### src/rtl/seg_scan_pkg.sv
// Shared definitions for the multiplexed 7-segment scan controller:
// register offsets, CTRL bit positions and scan FSM state encoding.
package seg_scan_pkg;

   localparam logic [3:0] REG_DP     = 4'h8;
   localparam logic [3:0] REG_BLANK  = 4'h9;
   localparam logic [3:0] REG_BLINK  = 4'hA;
   localparam logic [3:0] REG_RAW    = 4'hB;
   localparam logic [3:0] REG_PRE_LO = 4'hC;
   localparam logic [3:0] REG_PRE_HI = 4'hD;
   localparam logic [3:0] REG_CTRL   = 4'hE;
   localparam logic [3:0] REG_ID     = 4'hF;

   localparam int CTRL_EN       = 0;
   localparam int CTRL_BLINK_EN = 1;

   typedef enum logic {
      SHOW = 1'b0,
      DEAD = 1'b1
   } scan_state_t;

endpackage

### src/rtl/seg_scan_ctrl_if.sv
// CPU-side register bus for the segment scan controller.
interface seg_scan_ctrl_if;
   logic       cs;
   logic       read;
   logic [3:0] addr;
   logic [7:0] din;
   logic [7:0] dout;

   modport master (output cs, output read, output addr, output din, input dout);
   modport slave  (input cs, input read, input addr, input din, output dout);
endinterface

### src/rtl/seg_hex_decode.sv
// Hex nibble to active-high {g,f,e,d,c,b,a} segment pattern.
module seg_hex_decode (
   input  logic [3:0] nib,
   output logic [6:0] seg
);
   always_comb begin
      seg = 7'h00;
      case (nib)
         4'h0: seg = 7'h3F;
         4'h1: seg = 7'h06;
         4'h2: seg = 7'h5B;
         4'h3: seg = 7'h4F;
         4'h4: seg = 7'h66;
         4'h5: seg = 7'h6D;
         4'h6: seg = 7'h7D;
         4'h7: seg = 7'h07;
         4'h8: seg = 7'h7F;
         4'h9: seg = 7'h6F;
         4'hA: seg = 7'h77;
         4'hB: seg = 7'h7C;
         4'hC: seg = 7'h39;
         4'hD: seg = 7'h5E;
         4'hE: seg = 7'h79;
         4'hF: seg = 7'h71;
         default: seg = 7'h00;
      endcase
   end
endmodule

### src/rtl/seg_scan_ctrl.sv
// Bus-mapped N-digit multiplexed 7-segment controller with dead-time,
// blanking, blinking and raw-segment mode.
//
//   state | meaning
//   SHOW  | current digit driven, prescaler counting 0..PRE
//   DEAD  | all digits off for DEAD_CYCLES clocks after a digit change
module seg_scan_ctrl
   import seg_scan_pkg::*;
#(
   parameter int          NDIGITS     = 4,
   parameter logic [15:0] PRESC_RESET = 16'd520,
   parameter int          DEAD_CYCLES = 2,
   parameter int          BLINK_SHIFT = 8,
   parameter bit          SEG_ACT_LOW = 1'b1,
   parameter bit          DIG_ACT_LOW = 1'b0
) (
   input  logic                clk,
   input  logic                rst,
   seg_scan_ctrl_if.slave      bus,
   output logic [7:0]          seg,
   output logic [NDIGITS-1:0]  dig
);

   localparam int IDX_W = (NDIGITS > 1) ? $clog2(NDIGITS) : 1;
   localparam logic [3:0] DEAD_LAST = (DEAD_CYCLES > 0) ? 4'(DEAD_CYCLES - 1) : 4'd0;
   localparam logic [7:0] SEG_OFF = SEG_ACT_LOW ? 8'hFF : 8'h00;
   localparam logic [NDIGITS-1:0] DIG_OFF = DIG_ACT_LOW ? '1 : '0;

   logic [7:0]         dig_reg [NDIGITS];
   logic [NDIGITS-1:0] dp_msk, blank_msk, blink_msk, raw_msk;
   logic [15:0]        pre;
   logic               en, blink_en;

   logic wr, pre_wr;
   logic [7:0] rd_data;

   assign wr     = bus.cs & ~bus.read;
   assign pre_wr = wr & ((bus.addr == REG_PRE_LO) | (bus.addr == REG_PRE_HI));

   always_ff @(posedge clk) begin
      if (rst) begin
         for (int i = 0; i < NDIGITS; i++) dig_reg[i] <= 8'h00;
         dp_msk    <= '0;
         blank_msk <= '0;
         blink_msk <= '0;
         raw_msk   <= '0;
         pre       <= PRESC_RESET;
         en        <= 1'b1;
         blink_en  <= 1'b0;
         bus.dout  <= 8'hFF;
      end else begin
         if (wr) begin
            for (int i = 0; i < NDIGITS; i++)
               if (bus.addr == 4'(i)) dig_reg[i] <= bus.din;
            case (bus.addr)
               REG_DP:     dp_msk    <= bus.din[NDIGITS-1:0];
               REG_BLANK:  blank_msk <= bus.din[NDIGITS-1:0];
               REG_BLINK:  blink_msk <= bus.din[NDIGITS-1:0];
               REG_RAW:    raw_msk   <= bus.din[NDIGITS-1:0];
               REG_PRE_LO: pre[7:0]  <= bus.din;
               REG_PRE_HI: pre[15:8] <= bus.din;
               REG_CTRL: begin
                  en       <= bus.din[CTRL_EN];
                  blink_en <= bus.din[CTRL_BLINK_EN];
               end
               default: ;
            endcase
         end
         if (bus.cs & bus.read) bus.dout <= rd_data;
      end
   end

   // Digit slots beyond NDIGITS read back as all ones.
   always_comb begin
      rd_data = 8'h00;
      if (!bus.addr[3]) begin
         rd_data = 8'hFF;
         for (int i = 0; i < NDIGITS; i++)
            if (bus.addr[2:0] == 3'(i)) rd_data = dig_reg[i];
      end else begin
         case (bus.addr)
            REG_DP:     rd_data = 8'(dp_msk);
            REG_BLANK:  rd_data = 8'(blank_msk);
            REG_BLINK:  rd_data = 8'(blink_msk);
            REG_RAW:    rd_data = 8'(raw_msk);
            REG_PRE_LO: rd_data = pre[7:0];
            REG_PRE_HI: rd_data = pre[15:8];
            REG_CTRL:   rd_data = {6'b0, blink_en, en};
            REG_ID:     rd_data = {4'hA, 4'(NDIGITS - 1)};
            default:    rd_data = 8'h00;
         endcase
      end
   end

   scan_state_t            state;
   logic [IDX_W-1:0]       idx;
   logic [15:0]            presc_cnt;
   logic [3:0]             dead_cnt;
   logic [BLINK_SHIFT-1:0] blink_cnt;
   logic                   blink_ph;

   logic [6:0] hex_seg;
   logic [7:0] seg_act;
   logic       blanked, show;

   seg_hex_decode u_hex (
      .nib (dig_reg[idx][3:0]),
      .seg (hex_seg)
   );

   assign blanked = blank_msk[idx] | (blink_en & blink_msk[idx] & blink_ph);
   assign show    = en & (state == SHOW) & ~blanked;
   assign seg_act = {dp_msk[idx], raw_msk[idx] ? dig_reg[idx][6:0] : hex_seg};

   always_ff @(posedge clk) begin
      if (rst) begin
         state     <= SHOW;
         idx       <= '0;
         presc_cnt <= '0;
         dead_cnt  <= '0;
         blink_cnt <= '0;
         blink_ph  <= 1'b0;
         seg       <= SEG_OFF;
         dig       <= DIG_OFF;
      end else begin
         seg <= show ? (SEG_ACT_LOW ? ~seg_act : seg_act) : SEG_OFF;
         dig <= show ? ((NDIGITS'(1) << idx) ^ DIG_OFF) : DIG_OFF;
         if (en) begin
            case (state)
               SHOW: begin
                  if (presc_cnt == pre) begin
                     presc_cnt <= '0;
                     idx       <= (idx == IDX_W'(NDIGITS - 1)) ? '0 : idx + 1'b1;
                     blink_cnt <= blink_cnt + 1'b1;
                     if (&blink_cnt) blink_ph <= ~blink_ph;
                     dead_cnt  <= '0;
                     state     <= (DEAD_CYCLES == 0) ? SHOW : DEAD;
                  end else begin
                     presc_cnt <= presc_cnt + 16'd1;
                  end
               end
               DEAD: begin
                  if (dead_cnt == DEAD_LAST) begin
                     dead_cnt <= '0;
                     state    <= SHOW;
                  end else begin
                     dead_cnt <= dead_cnt + 4'd1;
                  end
               end
               default: state <= SHOW;
            endcase
         end
         // A prescaler write restarts the digit period even if a tick fired this cycle.
         if (pre_wr) presc_cnt <= '0;
      end
   end

endmodule
### src/flat_wrapper.sv
// flat-port wrapper written by rule: the top's interface ports become plain ports
module seg_scan_ctrl_flat import seg_scan_pkg::*;
#(
   parameter int          NDIGITS     = 4,
   parameter logic [15:0] PRESC_RESET = 16'd520,
   parameter int          DEAD_CYCLES = 2,
   parameter int          BLINK_SHIFT = 8,
   parameter bit          SEG_ACT_LOW = 1'b1,
   parameter bit          DIG_ACT_LOW = 1'b0
)
  (clk, rst, seg, dig, bus_cs, bus_read, bus_addr, bus_din, bus_dout);
  seg_scan_ctrl_if bus_i ();
  input  logic clk;
  input  logic rst;
  output logic [7:0] seg;
  output logic [NDIGITS-1:0] dig;
  input wire logic [$bits(bus_i.cs)-1:0] bus_cs;
  input wire logic [$bits(bus_i.read)-1:0] bus_read;
  input wire logic [$bits(bus_i.addr)-1:0] bus_addr;
  input wire logic [$bits(bus_i.din)-1:0] bus_din;
  output wire logic [$bits(bus_i.dout)-1:0] bus_dout;
  assign bus_i.cs = bus_cs;
  assign bus_i.read = bus_read;
  assign bus_i.addr = bus_addr;
  assign bus_i.din = bus_din;
  assign bus_dout = bus_i.dout;
  seg_scan_ctrl #(.NDIGITS(NDIGITS), .PRESC_RESET(PRESC_RESET), .DEAD_CYCLES(DEAD_CYCLES), .BLINK_SHIFT(BLINK_SHIFT), .SEG_ACT_LOW(SEG_ACT_LOW), .DIG_ACT_LOW(DIG_ACT_LOW)) u_core (.clk(clk), .rst(rst), .bus(bus_i), .seg(seg), .dig(dig));
endmodule
### config.mk
export PLATFORM = sky130hd
export DESIGN_NAME = seg_scan_ctrl_flat
export DESIGN_NICKNAME = d
export VERILOG_FILES = /design/src/rtl/seg_scan_pkg.sv /design/src/rtl/seg_scan_ctrl_if.sv /design/src/rtl/seg_hex_decode.sv /design/src/rtl/seg_scan_ctrl.sv /design/src/flat_wrapper.sv
export SDC_FILE = /design/constraint.sdc
export NUM_CORES = 1
export LEC_CHECK = 0
export BUFFER_PORTS_ARGS = -buffer_cell sky130_fd_sc_hd__buf_2
export CELL_PAD_IN_SITES_DETAIL_PLACEMENT = 1
export CELL_PAD_IN_SITES_GLOBAL_PLACEMENT = 2
export CORE_MARGIN = 5
export CORE_UTILIZATION = 39
export DETAILED_ROUTE_END_ITERATION = 10
export GPL_TIMING_DRIVEN = 0
export PLACE_DENSITY = 0.81
export SYNTH_ARGS = -nofsm -noshare
export SYNTH_HDL_FRONTEND = slang
export SYNTH_SLANG_ARGS = --single-unit
### constraint.sdc
create_clock -name clk -period 2.2 [get_ports clk]
set_input_delay 0.11 -clock clk [delete_from_list [all_inputs] [get_ports clk]]
set_output_delay 0.11 -clock clk [all_outputs]
set_load 0.02 [all_outputs]
==> results list, run 1 <==
- Residual antenna-violating net count after detailed routing: 0
- Post-synthesis cell type with the largest combined area: sky130_fd_sc_hd__dfxtp_1
- Number of global-route vias before repair: 4982
- Clock sink total: 120
* Die outline area: 17820 um2
* Clock Path Buffers: 2
- Share of flip-flops with an asynchronous set or reset: 0%
- The initial utilization of the core area, before any placement, comes to 39.42%.
- Entering global routing, the biggest net connects 17 pins.
- Top-area cell type share of the netlist area: 29.62%
- Area of the mapped netlist: between 5000 and 6000 um2
- Residual DRC count: 0
- The critical path is of the reg2reg type.
* Number of instances in the synthesized netlist: 598
- Based on the critical path, the design can be clocked at up to around 480 MHz.
- Number of design-rule violations left by the first detailed-router iteration: 290
* Critical-path maximum fanout: 10
- Initial antenna violation count: 0
* Commonest cells after routing, fill and taps aside: sky130_fd_sc_hd__dfxtp_1, sky130_fd_sc_hd__nor2_1, sky130_fd_sc_hd__nand2_1
- Proportion of synthesized area in mux cells: 14.20%
- Placement Rows: 45
* Residual overflow from global routing: 0
- Number of register bits inferred by synthesis: 120
- Register area share after synthesis: about 46%
* Synth Area per Inst: 9.947 um2
* WL final: 17460 um
* Main combinational cell family by area after synthesis: simple AND/OR/NAND/NOR gates
* Number of nets produced by synthesis: 625
* Lkg Pwr: 2.780 nW
- During placement, the flow inserted port buffers numbering 32.
- Across the whole layout, storage elements account for 2724 um2.
- After legalization and detailed placement, the total HPWL measured 12490 um.
- For the pin with the worst max-slew slack, the measured transition is between 800 and 900 ps.
* Flop2flop setup slack: 100 ps
* Arithmetic-cell share of the synthesized area counting full adders, half adders and majority gates: 2.314%
- Clock-pin slew on the worst setup and hold paths: 50 ps
* Core ar.: 15090 um2
- Once placement finished, the instance area stood at 6344 um2.
- Post-Synth XOR/XNOR Area: 4.565%
* Critical Path RT: 2550 ps
- For this run, the post-layout net count is 680.
* Hold Crit Class: in2reg
- The worst setup path is launched from a flip-flop.
- The library cell used most frequently in the layout, excluding fill and tap cells, is sky130_fd_sc_hd__dfxtp_1.
- Main synth FF type: sky130_fd_sc_hd__dfxtp_1
- Layout area overhead: 18.64%
* Hold Path Stages: 3
- Number of antenna repair diodes: 0
- Outcome: complete, no violations
* Number of hold-slack violations in the final timing report: 0
* Number of flip-flops under the largest register name: 36
* Simple-gate share of the synthesized area: 19.31%
- Routed length per placed instance: ~20 um
- For this run, the detailed router's first-pass iteration total came to 4.
* Die W: approximately 130 um
* Vias after detailed routing: 4719
- Post-synth EDFFs: 32
- Crit Reg-Reg Endpoint: u_core.blink_cnt[6]
* Tightest slew margin relative to the limit: between 40% and 50%
- Setup violations remaining at the end of the flow were counted as 0.
* Final count of pins violating max slew: 0
- GP Congestion: 0.8137
* Unrepaired setup endpoints after global routing: no
* Clock period minus worst slack: approximately 2100 ps
* Fillers: 1710
- The post-route netlist has 18.17% of its cells at a drive strength greater than 1.
- In this run the most critical hold path is launched from bus_din[6].
* Startpoint of the worst register-to-register path: u_core.presc_cnt[7]
- Global routing used 20.31% of the available tracks across all layers.
* Worst voltage drop across the vdd grid: 0.5346 mV
- Final design instance area without fill: 7057 um2
* Logic depth of the worst register-to-register path: 8
- Count of pins on the block boundary: 36
- Crit path capture type: flip-flop
- Number of warnings printed during yosys synthesis: 0
- In the final layout, the multi-input gates occupy 3064 um2.
- Sorting the synthesized cells by area gives the leading types as sky130_fd_sc_hd__dfxtp_1, sky130_fd_sc_hd__edfxtp_1, sky130_fd_sc_hd__mux2i_1.
* Global-route wire length before repair: 27890 um
- Clk root buf: sky130_fd_sc_hd__clkbuf_16
- For the worst-skew pair, the clock arrives at the later sink with an insertion delay of roughly 430 ps.
- In this run, CTS created clock tree buffers numbering 17.
- TritonCTS built the clock tree.
- The path with the worst hold slack has its endpoint at u_core.pre[14].
- Compound-cell area share of the yosys netlist: 10.27%
- Dividing the detail-routed via count by the number of cells gives 5.526.
- Share of the clock period used by the worst path: 95.24%
- Max-capacitance violation count: 0
- Data arrival, critical path: 2440 ps
- Clock skew after layout: 6.857 ps
- Cells fill 46.77% of the core in the end.
- In this run the vertical extent of the chip is 133.5 um.
- In this run the power density over the cells is 803.7 nW/um2.
- Yosys mapped the design onto 56 distinct sky130hd cell types.
- The H-tree was split into 4 levels.
-- final cells by class --
class / count / share of cell area (%)
Buffer: 39 / 2.660
Clock buffer: 24 / 6.826
Timing Repair Buffer: 37 / 2.872
Inverter: 11 / 0.5851
Clock inverter: 8 / 1.702
Sequential cell: 120 / 38.60
Multi-Input combinational cell: 427 / 43.42
Tap cell: 188 / 3.333
-- cell usage after synthesis, drive strengths merged (5+ instances only) --
library cell  count
nand4             7
nand3            15
clkbuf           22
buf              18
inv              11
or4               7
dfxtp            88
nor3              5
nor3b             6
edfxtp           32
nand2b            7
mux4             16
o22ai             5
nand2            52
mux2             11
o31ai             7
a21oi            29
and3              7
ha               11
and2             33
nor2             63
nor2b             7
xnor2             8
o21ai            21
xor2             23
o211ai            6
mux2i            36
-- report_power, final --
part / internal (mW) / leakage (nW) / switching [mW] / total (mW)
clock: 1.87 / 0.298 / 1.03 / 2.89
combinational: 0.143 / 1.46 / 0.263 / 0.406
sequential: 2.33 / 1.02 / 0.0390 / 2.37
-- worst max path at each step --
stage / endpoint / startpoint / cells past startpoint / slack, ps
after floorplan: u_core.seg[0] / flip-flop / 7 / 230
after detailed placement: u_core.dig[0] / u_core.idx[1] / 5 / -370
after CTS: u_core.seg[0] / flip-flop / 7 / 9
after global placement: u_core.seg[0] / u_core.idx[1] / 5 / -400
after global routing: u_core.seg[0] / flip-flop / 7 / 9
final: u_core.blink_cnt[6] / u_core.presc_cnt[7] / 8 / 100
-- metal layers --
metal / vias up / GRT usage, % / share of wire, %
met3: 15 / 3.852 / 4.1
met4: 0 / 6.514 / 1.1
li1: 2250 / - / -
met1: 2376 / 27.14 / 47
met5: - / 0 / 0
met2: 78 / 33.41 / 48
-- cells by family after synthesis --
kind of cell | after synthesis
fa+ha+maj | 11
xor+xnor | 31
flops | 120
buf+inv | 51
mux | 63
compound gates | 95
simple gates | 227
-- through the flow --
stage | hold WS, ps | std cells | TNS, ps | setup WS, ps | power [mW]
finish | 12.63 | 854 | 0 | 104.7 | 5.672
global route | 35.16 | 854 | 0 | 8.775 | 5.853
CTS | 3.136 | 854 | 0 | 8.599 | 5.706
detailed placement | 406.0 | 818 | -10470 | -368.3 | 2.815
global placement | 380.8 | 818 | -6877 | -395.2 | 2.800
floorplan | 246.7 | 598 | 0 | 226.9 | 2.660
-- critical path, cell delays in order, from the launching register on --
cell and delay (ps):
sky130_fd_sc_hd__dfxtp_1 290, sky130_fd_sc_hd__buf_2 160, sky130_fd_sc_hd__xor2_1 160, sky130_fd_sc_hd__nor4_2 240, sky130_fd_sc_hd__nand4_1 120, sky130_fd_sc_hd__buf_4 190, sky130_fd_sc_hd__buf_4 180, sky130_fd_sc_hd__or4_1 510
sky130_fd_sc_hd__a21oi_1 170
-- repair_timing --
action | 4_1_cts | 5_1_grt
gates resized for setup | 8 | 16
endpoints found under the hold margin | 2 | 0
buffers inserted | 3 | 0
setup endpoints to repair | 41 | 16
pin swaps | 2 | 4
hold buffers | 2 | 0
No activity file was read; power rests on OpenSTA's default activity.
==> run 2, diff against run 1 <==
--- a/config.mk
+++ b/config.mk
@@ -6,13 +6,13 @@
 export NUM_CORES = 1
 export LEC_CHECK = 0
 export BUFFER_PORTS_ARGS = -buffer_cell sky130_fd_sc_hd__buf_2
-export CELL_PAD_IN_SITES_DETAIL_PLACEMENT = 1
-export CELL_PAD_IN_SITES_GLOBAL_PLACEMENT = 2
+export CELL_PAD_IN_SITES_DETAIL_PLACEMENT = 0
+export CELL_PAD_IN_SITES_GLOBAL_PLACEMENT = 1
 export CORE_MARGIN = 5
-export CORE_UTILIZATION = 39
+export CORE_UTILIZATION = 48
 export DETAILED_ROUTE_END_ITERATION = 10
 export GPL_TIMING_DRIVEN = 0
-export PLACE_DENSITY = 0.81
+export PLACE_DENSITY = 0.82
 export SYNTH_ARGS = -nofsm -noshare
 export SYNTH_HDL_FRONTEND = slang
 export SYNTH_SLANG_ARGS = --single-unit
==> results list, run 2 (synthesis gave the netlist of run 1 again) <==
- The critical path is of the reg2reg type.
- TritonCTS built the clock tree.
- The tightest min-delay check is of the in2reg type.
* Worst voltage drop across the vdd grid: around 0.47 mV
* Endpoint with the worst hold slack: u_core.pre[6]
- The finished cells cover 7003 um2.
- Residual DRC count: 0
- For the pin with the worst max-slew slack, the measured transition is 825.3 ps.
- Clock period minus worst slack: around 2100 ps
- The register with the most flip-flops in the layout has 36 of them.
- Once detailed placement completed, the half-perimeter wirelength came to about 11000 um.
* WL final: 15120 um
* Critical Path RT: 2460 ps
* Logic depth of the worst register-to-register path: 7
- Crit path capture type: flip-flop
* Final core utilization: 58.06%
- Data arrival, critical path: ~2400 ps
- Layout area overhead: 17.73%
- Across all layers, the routed design uses around 4700 vias.
- Clk root buf: sky130_fd_sc_hd__clkbuf_16
* Number of antenna repair diodes: 0
- Commonest non-fill, non-tap cell in the layout: sky130_fd_sc_hd__dfxtp_1
- From bottom edge to top edge, the die measures 121.3 um.
- Commonest cells after routing, fill and taps aside: sky130_fd_sc_hd__dfxtp_1, sky130_fd_sc_hd__nor2_1, sky130_fd_sc_hd__nand2_1
- The first routing iteration left 392 violations.
* Number of hold-slack violations in the final timing report: 0
- Share of the clock period used by the worst path: 95.69%
- Initial Util: 49.32%
- Number of optimization iterations in the first detailed-route pass: 6
* Final setup violation count: 0
- Lkg Pwr: 2.742 nW
- Number of H-tree branching levels: 4
- In this run the critical register-to-register path is captured at u_core.seg[0].
- Across the routed clock network, the largest skew measured is 7.040 ps.
* Clock Path Buffers: 2
- Share of final-layout standard cells stronger than drive strength 1: 17.81%
- The clock drives 120 sinks.
* Flop2flop setup slack: approximately 95 ps
* Via-per-instance ratio: around 5.6
* Global routing usage summed across all routing layers: 21.60%
- Max-capacitance violation count: 0
- GP Congestion: 0.8689
- Based on the critical path, the design can be clocked at up to ~480 MHz.
- Residual overflow from global routing: 0
- The floorplan step defined a core boundary enclosing roughly 12000 um2.
- Counting instances, the worst hold path has a depth of 3.
- Global-route wire length before repair: 24500 um
- After floorplanning, the core was divided into 40 placement rows.
- Unrepaired setup endpoints after global routing: no
- In this run the power density over the cells is about 780 nW/um2.
- CTS Buf Count: 17
* Maximum number of pins on one net before global-route repair: 17
- STA classifies the critical path startpoint as a flip-flop.
* Clock latency on the worst-skew pair: 410 ps
* Outcome: complete, no violations
* Die W: roughly 120 um
- At the end of the flow, the number of nets in the layout was 682.
- Beginning of the worst hold path: bus_din[6]
- Critical-path maximum fanout: 7
- In the final routed layout, each cell accounts on average for 18.09 um.
- Initial antenna violation count: 0
* Clock-pin slew on the worst setup and hold paths: 60 ps
- Count of input and output buffers: 32
- Final count of pins violating max slew: 0
* Residual antenna-violating net count after detailed routing: 0
* Instance area at placement: 6319 um2
* Number of global-route vias before repair: 4584
* Tightest slew margin relative to the limit: 44.56%
* Count of pins on the block boundary: 36
- Die outline area: 14720 um2
==> run 2: worst max-delay path, stage by stage (launching register included) <==
cell                        delay [ps]
sky130_fd_sc_hd__dfxtp_1           330
sky130_fd_sc_hd__buf_6             160
sky130_fd_sc_hd__mux4_2            580
sky130_fd_sc_hd__ha_2              230
sky130_fd_sc_hd__nand2_1           110
sky130_fd_sc_hd__a21boi_0          200
sky130_fd_sc_hd__a2bb2oi_1         160
sky130_fd_sc_hd__o311ai_0          160
==> run 2: what timing repair did <==
| item | in CTS | in global routing |
|---|---|---|
| hold buffers | 4 | 0 |
| buffers inserted | 2 | 1 |
| resized for setup | 4 | 15 |
| setup endpoints to repair | 28 | 17 |
| pin swaps | 2 | 2 |
| endpoints found under the hold margin | 4 | 0 |
==> run 2: final cells by class <==
| cell class | instances | area (um2) |
|---|---|---|
| plain buffers | 39 | 181.4 |
| clock buffers | 19 | 442.9 |
| clock inverters | 13 | 131.4 |
| fillers | 1043 | 5059 |
| inverters | 11 | 41.29 |
| multi-input cells | 427 | 3048 |
| flip-flops and latches | 120 | 2725 |
| well taps | 168 | 210.2 |
| repair buffers | 39 | 222.7 |
==> run 2: worst max-delay path by stage <==
stage / from / to / slack, ps / cells past startpoint
global placement: u_core.idx[1] / u_core.seg[0] / -340 / 5
CTS: u_core.idx[0] / u_core.seg[0] / 9 / 6
finish: flip-flop / u_core.seg[0] / 90 / 7
global route: flip-flop / u_core.seg[0] / 10 / 7
detailed placement: u_core.idx[1] / u_core.seg[0] / -410 / 5
floorplan: flip-flop / u_core.seg[0] / 230 / 7
==> run 2: where the power goes <==
group | internal, mW | total, mW | switching [mW]
clock network | 1.68 | 2.70 | 1.02
logic | 0.145 | 0.399 | 0.254
registers | 2.33 | 2.37 | 0.0368
total | 4.16 | 5.47 | 1.31
==> run 2: metal layers <==
layer  GRT usage, %  wire length, um  vias to the layer above
met5              0                0                        -
met4          6.933              218                        0
met3          4.429              867                       16
met2          33.89             7023                      146
met1          29.91             7011                     2277
li1               -                -                     2260
==> run 2: metrics by stage <==
stage / power [mW] / std cells / hold WS (ps) / TNS (ps) / setup slack, ps
3_5_place_dp: 2.799 / 798 / 395.5 / -4432 / -408.6
6_report: 5.468 / 836 / 16.57 / 0 / 94.81
5_1_grt: 5.654 / 836 / 37.93 / 0 / 11.15
4_1_cts: 5.499 / 835 / 5.882 / 0 / 8.989
2_1_floorplan: 2.660 / 598 / 246.7 / 0 / 226.9
3_3_place_gp: 2.789 / 798 / 381.4 / -3836 / -338.6
